`config.mk`:
```
export PLATFORM = sky130hd
export DESIGN_NAME = sum_splitter
export DESIGN_NICKNAME = d
export VERILOG_FILES = /design/src/rtl/sum_pkg.sv /design/src/rtl/sum_splitter_share_calc.sv /design/src/rtl/sum_splitter.sv
export SDC_FILE = /design/constraint.sdc
export NUM_CORES = 1
export LEC_CHECK = 0
export BUFFER_PORTS_ARGS = -buffer_cell sky130_fd_sc_hd__buf_2
export CAP_MARGIN = 20
export CORE_MARGIN = 3
export CORE_UTILIZATION = 54
export DETAILED_ROUTE_END_ITERATION = 7
export PLACE_DENSITY = 0.91
export SETUP_SLACK_MARGIN = 0.15
export SYNTH_ARGS = -nofsm -noshare
export SYNTH_HDL_FRONTEND = slang
export SYNTH_SLANG_ARGS = --single-unit
```
`constraint.sdc`:
```
create_clock -name clk -period 5.13 [get_ports clk]
set_input_delay 0.513 -clock clk [delete_from_list [all_inputs] [get_ports clk]]
set_output_delay 0.513 -clock clk [all_outputs]
set_load 0.005 [all_outputs]
```
`src/rtl/sum_pkg.sv`:
```
// -----------------------------------------------------------------------------
// sum_pkg
// Shared definitions for the summation datapath: the lane count of the 8-way
// adder tree and its inverse (sum_splitter), the splitter FSM state type, and
// the largest total that 8 full-scale lanes can produce.
// -----------------------------------------------------------------------------
package sum_pkg;

    localparam int NUM_LANES  = 8;
    localparam int LANE_IDX_W = 3;

    typedef enum logic {
        IDLE = 1'b0,
        EMIT = 1'b1
    } state_t;

    // Largest value an 8-lane sum of DATAWIDTH-bit operands can reach,
    // 8*(2^dw-1). Totals above this cannot be split into legal shares.
    function automatic int unsigned max_total(input int unsigned dw);
        return NUM_LANES * ((32'd1 << dw) - 32'd1);
    endfunction

endpackage : sum_pkg

```
`src/rtl/sum_splitter_share_calc.sv`:
```
// -----------------------------------------------------------------------------
// share_calc
// Combinational share generator for sum_splitter.
//   share_k = q + (k < r), remainder units going to the lowest indices.
//   If the total was saturated (or q+1 would overflow), the share clamps to
//   all ones.
// Ports:
//   i_q     quotient total>>3, one bit wider than a share
//   i_r     remainder total[2:0]
//   i_idx   share index 0..7
//   i_sat   total exceeded the representable maximum
//   o_share resulting DATAWIDTH-bit share
// -----------------------------------------------------------------------------
module share_calc
    import sum_pkg::*;
#(
    parameter int DATAWIDTH = 8
) (
    input  logic [DATAWIDTH:0]      i_q,
    input  logic [LANE_IDX_W-1:0]   i_r,
    input  logic [LANE_IDX_W-1:0]   i_idx,
    input  logic                    i_sat,
    output logic [DATAWIDTH-1:0]    o_share
);

    logic               w_bump;
    logic [DATAWIDTH:0] w_sum;

    assign w_bump = (i_idx < i_r);
    assign w_sum  = i_q + {{DATAWIDTH{1'b0}}, w_bump};

    // The extra top bit of w_sum only gets set when the total was above the
    // maximum, so it acts as a second saturation detector.
    always_comb begin
        if (i_sat || w_sum[DATAWIDTH]) begin
            o_share = '1;
        end else begin
            o_share = w_sum[DATAWIDTH-1:0];
        end
    end

endmodule : share_calc

```
`src/rtl/sum_splitter.sv`:
```
// -----------------------------------------------------------------------------
// sum_splitter
// Inverse of the 8-way adder tree. A DATAWIDTH+3 bit total is accepted in
// IDLE. It is then streamed out as 8 near-equal DATAWIDTH-bit shares, one per
// out_valid/out_ready handshake. Unless the total saturates, the shares sum
// exactly to the total.
// Ports:
//   clk, rst          clock, synchronous active-high reset
//   in_total/valid    total to split (sampled on in_valid && in_ready)
//   in_ready          high only in IDLE
//   out_share         registered share value
//   out_index         share number 0..7
//   out_last          high with share 7
//   out_valid         share stream valid
//   out_ready         downstream accepts current share
//   out_sat           total exceeded 8*(2^DATAWIDTH-1), held for the burst
// -----------------------------------------------------------------------------
module sum_splitter
    import sum_pkg::*;
#(
    parameter int DATAWIDTH = 8
) (
    input  logic                    clk,
    input  logic                    rst,
    input  logic [DATAWIDTH+2:0]    in_total,
    input  logic                    in_valid,
    output logic                    in_ready,
    output logic [DATAWIDTH-1:0]    out_share,
    output logic [LANE_IDX_W-1:0]   out_index,
    output logic                    out_last,
    output logic                    out_valid,
    input  logic                    out_ready,
    output logic                    out_sat
);

    localparam int              TW      = DATAWIDTH + 3;
    localparam logic [TW-1:0]   MAX_TOT = TW'(max_total(DATAWIDTH));
    localparam logic [LANE_IDX_W-1:0] LAST_IDX = LANE_IDX_W'(NUM_LANES - 1);

    // State and burst context
    state_t                 r_state;
    state_t                 w_state_nxt;
    logic [DATAWIDTH:0]     r_q;
    logic [DATAWIDTH:0]     w_q_nxt;
    logic [LANE_IDX_W-1:0]  r_r;
    logic [LANE_IDX_W-1:0]  w_r_nxt;
    logic [LANE_IDX_W-1:0]  r_idx;
    logic [LANE_IDX_W-1:0]  w_idx_nxt;
    logic                   r_sat;
    logic                   w_sat_nxt;
    logic                   r_last;
    logic                   w_last_nxt;
    logic [DATAWIDTH-1:0]   r_share;
    logic [DATAWIDTH-1:0]   w_share_nxt;
    logic [DATAWIDTH-1:0]   w_share_calc;

    // ------------------------------------------------------------------
    // State register
    // ------------------------------------------------------------------
    always_ff @(posedge clk) begin
        if (rst) begin
            r_state <= IDLE;
        end else begin
            r_state <= w_state_nxt;
        end
    end

    // ------------------------------------------------------------------
    // Next-state and burst-context logic
    // ------------------------------------------------------------------
    always_comb begin
        w_state_nxt = r_state;
        w_q_nxt     = r_q;
        w_r_nxt     = r_r;
        w_idx_nxt   = r_idx;
        w_sat_nxt   = r_sat;

        unique case (r_state)
            IDLE: begin
                if (in_valid) begin
                    w_q_nxt     = {1'b0, in_total[TW-1:3]};
                    w_r_nxt     = in_total[2:0];
                    w_sat_nxt   = (in_total > MAX_TOT);
                    w_idx_nxt   = '0;
                    w_state_nxt = EMIT;
                end
            end
            EMIT: begin
                if (out_ready) begin
                    if (r_idx == LAST_IDX) begin
                        // Burst finished: clear the context so the idle
                        // outputs look the same as after reset.
                        w_q_nxt     = '0;
                        w_r_nxt     = '0;
                        w_idx_nxt   = '0;
                        w_sat_nxt   = 1'b0;
                        w_state_nxt = IDLE;
                    end else begin
                        w_idx_nxt = r_idx + LANE_IDX_W'(1);
                    end
                end
            end
            default: begin
                w_state_nxt = IDLE;
            end
        endcase
    end

    // The share is computed from the next-cycle context. This lets the output
    // register hold exactly the share that goes with the registered index.
    share_calc #(
        .DATAWIDTH (DATAWIDTH)
    ) u_share_calc (
        .i_q     (w_q_nxt),
        .i_r     (w_r_nxt),
        .i_idx   (w_idx_nxt),
        .i_sat   (w_sat_nxt),
        .o_share (w_share_calc)
    );

    always_comb begin
        w_share_nxt = '0;
        w_last_nxt  = 1'b0;
        if (w_state_nxt == EMIT) begin
            w_share_nxt = w_share_calc;
            w_last_nxt  = (w_idx_nxt == LAST_IDX);
        end
    end

    // ------------------------------------------------------------------
    // Datapath registers
    // ------------------------------------------------------------------
    always_ff @(posedge clk) begin
        if (rst) begin
            r_q     <= '0;
            r_r     <= '0;
            r_idx   <= '0;
            r_sat   <= 1'b0;
            r_last  <= 1'b0;
            r_share <= '0;
        end else begin
            r_q     <= w_q_nxt;
            r_r     <= w_r_nxt;
            r_idx   <= w_idx_nxt;
            r_sat   <= w_sat_nxt;
            r_last  <= w_last_nxt;
            r_share <= w_share_nxt;
        end
    end

    // Handshake flags come straight from the state register, so in_ready
    // never has a combinational path from out_ready.
    assign in_ready  = (r_state == IDLE);
    assign out_valid = (r_state == EMIT);
    assign out_share = r_share;
    assign out_index = r_idx;
    assign out_last  = r_last;
    assign out_sat   = r_sat;

    // A stalled share must not change or vanish until it is taken.
    a_hold_stalled: assert property (
        @(posedge clk) disable iff (rst)
        (out_valid && !out_ready) |=>
            (out_valid && $stable(out_share) && $stable(out_index) &&
             $stable(out_last) && $stable(out_sat))
    );

endmodule : sum_splitter
```
==> results.sh <==
export IMPL_status="complete, no violations"
export IMPL_crit_path_start_kind="flip-flop"
export IMPL_clkPwrFrac_pct=27.0
export IMPL_seq_area_um2=520
export IMPL_swShare_pct=26.8
export IMPL_dieArea_um2=3050
export IMPL_r2r_start="out_index[0]$_SDFF_PP0_"
export IMPL_overflow=0
export IMPL_maxClockFrequency_ghz=0.264
export IMPL_crit_buf_inv=0
export IMPL_die_w_um=55.3
export IMPL_relSlewSlack_pct=63.9
export IMPL_synth_compound_area_share_pct=18.1
export IMPL_p_leak_nw=0.690
export IMPL_cts_tree="done"
export IMPL_syn_num_nets=157
export IMPL_seqPwrFrac_pct=56.0
export IMPL_yosys_mux_area_fraction_pct=5.35
export IMPL_finalCriticalPeriod_ns=3.79
export IMPL_cts_max_level=1
export IMPL_ys_types=42
export IMPL_power_density_nw_per_um2=261
export IMPL_post_drt_wl_per_cell_um=14.5
export IMPL_crit_path_end_kind="flip-flop"
export IMPL_die_h_um=55.3
export IMPL_period_share_pct=73.8
export IMPL_num_fill_cells=201
export IMPL_startpoint="out_index[0]$_SDFF_PP0_"
export IMPL_yosys_area_top_type_share_pct=39.7
export IMPL_hp_start="r_q[0]$_SDFF_PP0_"
export IMPL_cts_buffers_inserted=3
export IMPL_crit_slowest_cell="or4_4"
export IMPL_synth_seq_cells=26
export IMPL_vias_per_cell=5.70
export IMPL_arrival_ns=4.00
export IMPL_ys_flop_type="dfxtp_1"
export IMPL_grt_pass1_wl_um=4730
export IMPL_netlist_top_cells_count="26 x dfxtp_1, 17 x nor2_1, 7 x a21oi_1, 7 x mux2i_1"
export IMPL_final_antenna_net_count=0
export IMPL_antennaDiodeCount=0
export IMPL_firstDrtPassIters=4
export IMPL_p_int_uw=285
export IMPL_path_clk_slew_ns=0.13
export IMPL_clk_latency_ns=0.33
export IMPL_pre_cts_slack_ns=1.41
export IMPL_avgSynthCellArea_um2=9.63
export IMPL_async_reset_ff_share_pct=0
export IMPL_slew_violations=0
export IMPL_hpwl_um=2090
export IMPL_ys_warn_count=0
export IMPL_gp_congestion=0.902
export IMPL_synth_fa_ha_area_share_pct=5.73
export IMPL_cts_resized_gates=0
export IMPL_synth_top_cells_by_area="dfxtp_1 40%, ha_1 5.7%, mux2i_1 5.3%, nor2_1 4.9%, a21oi_2 4.0%"
export IMPL_yosysSeqAreaShare_pct=39.7
export IMPL_final_util_pct=66.1
export IMPL_setup_ws_ns=1.34
export IMPL_yosys_area_share_simple_pct=23.3
export IMPL_synth_top_area_cell="dfxtp_1"
export IMPL_multi_input_area_um2=739
export IMPL_hold_buffers=0
export IMPL_cp_common_cell="ha_1"
export IMPL_grt_setup_unrepaired="no"
export IMPL_finalSetupTns_ns=0
export IMPL_wl_um=2790
export IMPL_worst_path_largest_cell_delay_ns=0.55
export IMPL_rows=17
export IMPL_coreArea_um2=2250
export IMPL_synthXorXnorAreaFrac_pct=4.01
export IMPL_initial_utilization_pct=58.1
export IMPL_skew_ns=0.00433
export IMPL_worst_hold_slack_ns=0.481
export IMPL_cp_top_family="simple AND/OR/NAND/NOR gates"
export IMPL_dr_total_vias=1094
export IMPL_synth_edff_count=0
export IMPL_post_cts_setup_buffers=0
export IMPL_drive_above_1_share_pct=30.5
export IMPL_cap_violations=0
export IMPL_drtIter0Drc=43
export IMPL_synth_most_common_cell="dfxtp_1"
export IMPL_syn_inst=136
export IMPL_track_usage_pct=19.0
export IMPL_worst_ep_required_time_ns=5.34
export IMPL_io_pins=30
export IMPL_cts_buffer_depth=2
export IMPL_grt_pass1_vias=1094
export IMPL_clkSinkCount=26
export IMPL_power_frac_comb_pct=17.0
export IMPL_crit_chain="ha_1 > ha_1 > and3_1 > nor2_2 > a22oi_1 > ha_1 > o21ai_0 > nand2b_1 > a21oi_1 > ha_1 > ha_1 > and2_1 > o2bb2ai_1 > nand4b_2 > or4_4 > a21oi_1 > nor2_1"
export IMPL_hp_class="flip-flop to flip-flop"
export IMPL_synth_top_family_by_area="simple AND/OR/NAND/NOR gates"
export IMPL_power_switching_uw=105
export IMPL_cp_max_fo=7
export IMPL_nNetsFinal=186
export IMPL_grt_start_max_net_pins=18
export IMPL_path_class="flip-flop to flip-flop"
export IMPL_drc=0
export IMPL_cts_root_buf="clkbuf_4"
export IMPL_finalHoldViolCount=0
export IMPL_setup_viol=0
export IMPL_vdd_ir_drop_max_uv=217
export IMPL_grt_antenna_before_repair=0
export IMPL_synthesis_area_um2=1310
export IMPL_numPortBuffers=29
export IMPL_worst_pin_slew_ns=0.540
export IMPL_syn2layout_area_growth_pct=13.8
-- power groups by stage --
| stage | logic (mW) | registers [mW] | clock network [mW] |
|---|---|---|---|
| 6_report | 0.0663 | 0.218 | 0.105 |
| 5_1_grt | 0.0730 | 0.220 | 0.117 |
| 4_1_cts | 0.0662 | 0.218 | 0.106 |
| 3_5_place_dp | 0.0655 | 0.223 | 0 |
| 3_3_place_gp | 0.0631 | 0.222 | 0 |
| 2_1_floorplan | 0.0468 | 0.221 | 0 |
-- kinds of logic after synthesis --
| group | count (synthesis) |
|---|---|
| buffers and inverters | 9 |
| AND/OR/NAND/NOR | 52 |
| multiplexers | 7 |
| XOR/XNOR | 6 |
| adder cells (fa/ha/maj) | 6 |
| AO/OA/AOI/OAI | 30 |
| flip-flops | 26 |
-- placed cells by master, fill, tap and decap left out, types with 3 or more instances in the layout --
master,count
and3b_2,3
inv_1,4
dfxtp_1,26
a21oi_1,7
o2bb2ai_1,3
nor2_1,17
buf_2,29
nand2_1,5
clkbuf_4,3
a31oi_1,3
nor2b_1,4
a22oi_1,3
mux2i_1,7
ha_1,6
a21oi_2,6
xnor2_1,4
-- worst register-to-register path: stages (launching register included) --
cell       delay (ns)
dfxtp_1          0.37
ha_1             0.21
ha_1             0.25
and3_1           0.21
nor2_2           0.24
a22oi_1          0.14
ha_1             0.30
o21ai_0          0.07
nand2b_1         0.07
a21oi_1          0.15
ha_1             0.19
ha_1             0.21
and2_1           0.16
o2bb2ai_1        0.15
nand4b_2         0.17
or4_4            0.55
a21oi_1          0.16
nor2_1           0.05
-- sequential cells by signal, summed over array words and instances (netlist names) --
register,count
r_q,9
out_share,8
out_index,3
r_r,3
out_last,1
out_sat,1
out_valid,1
-- layout make-up --
cell class	instances	area share, %
Inverter	4	1.01
Multi-Input combinational cell	101	49.6
Sequential cell	26	34.9
Tap cell	28	2.35
Clock buffer	4	2.43
Timing Repair Buffer	29	9.73
-- metrics by stage --
stage / power (mW) / instance area [um2] / cells
after global placement: 0.285 / 1460 / 188
after detailed placement: 0.288 / 1460 / 188
after CTS: 0.391 / 1490 / 192
after floorplan: 0.268 / 1310 / 136
final: 0.390 / 1490 / 192
after global routing: 0.409 / 1490 / 192
-- final timing paths --
check	end	slack [ns]	cells after the start
setup / recovery	out_share[1]$_SDFF_PP0_	1.34	17
hold / removal	r_q[0]$_SDFF_PP0_	0.48	2
setup reg to reg	out_share[1]$_SDFF_PP0_	1.34	17
hold reg to reg	r_q[0]$_SDFF_PP0_	0.48	2
-- routing by layer --
metal	global-route usage (%)	vias to the layer above	part of all wire [%]
met5	0	-	0
met4	7.29	0	1.3
met3	2.10	3	5.3
met2	34.6	31	53
met1	22.4	520	41
li1	-	540	-
(Power assumes the default switching activity.)
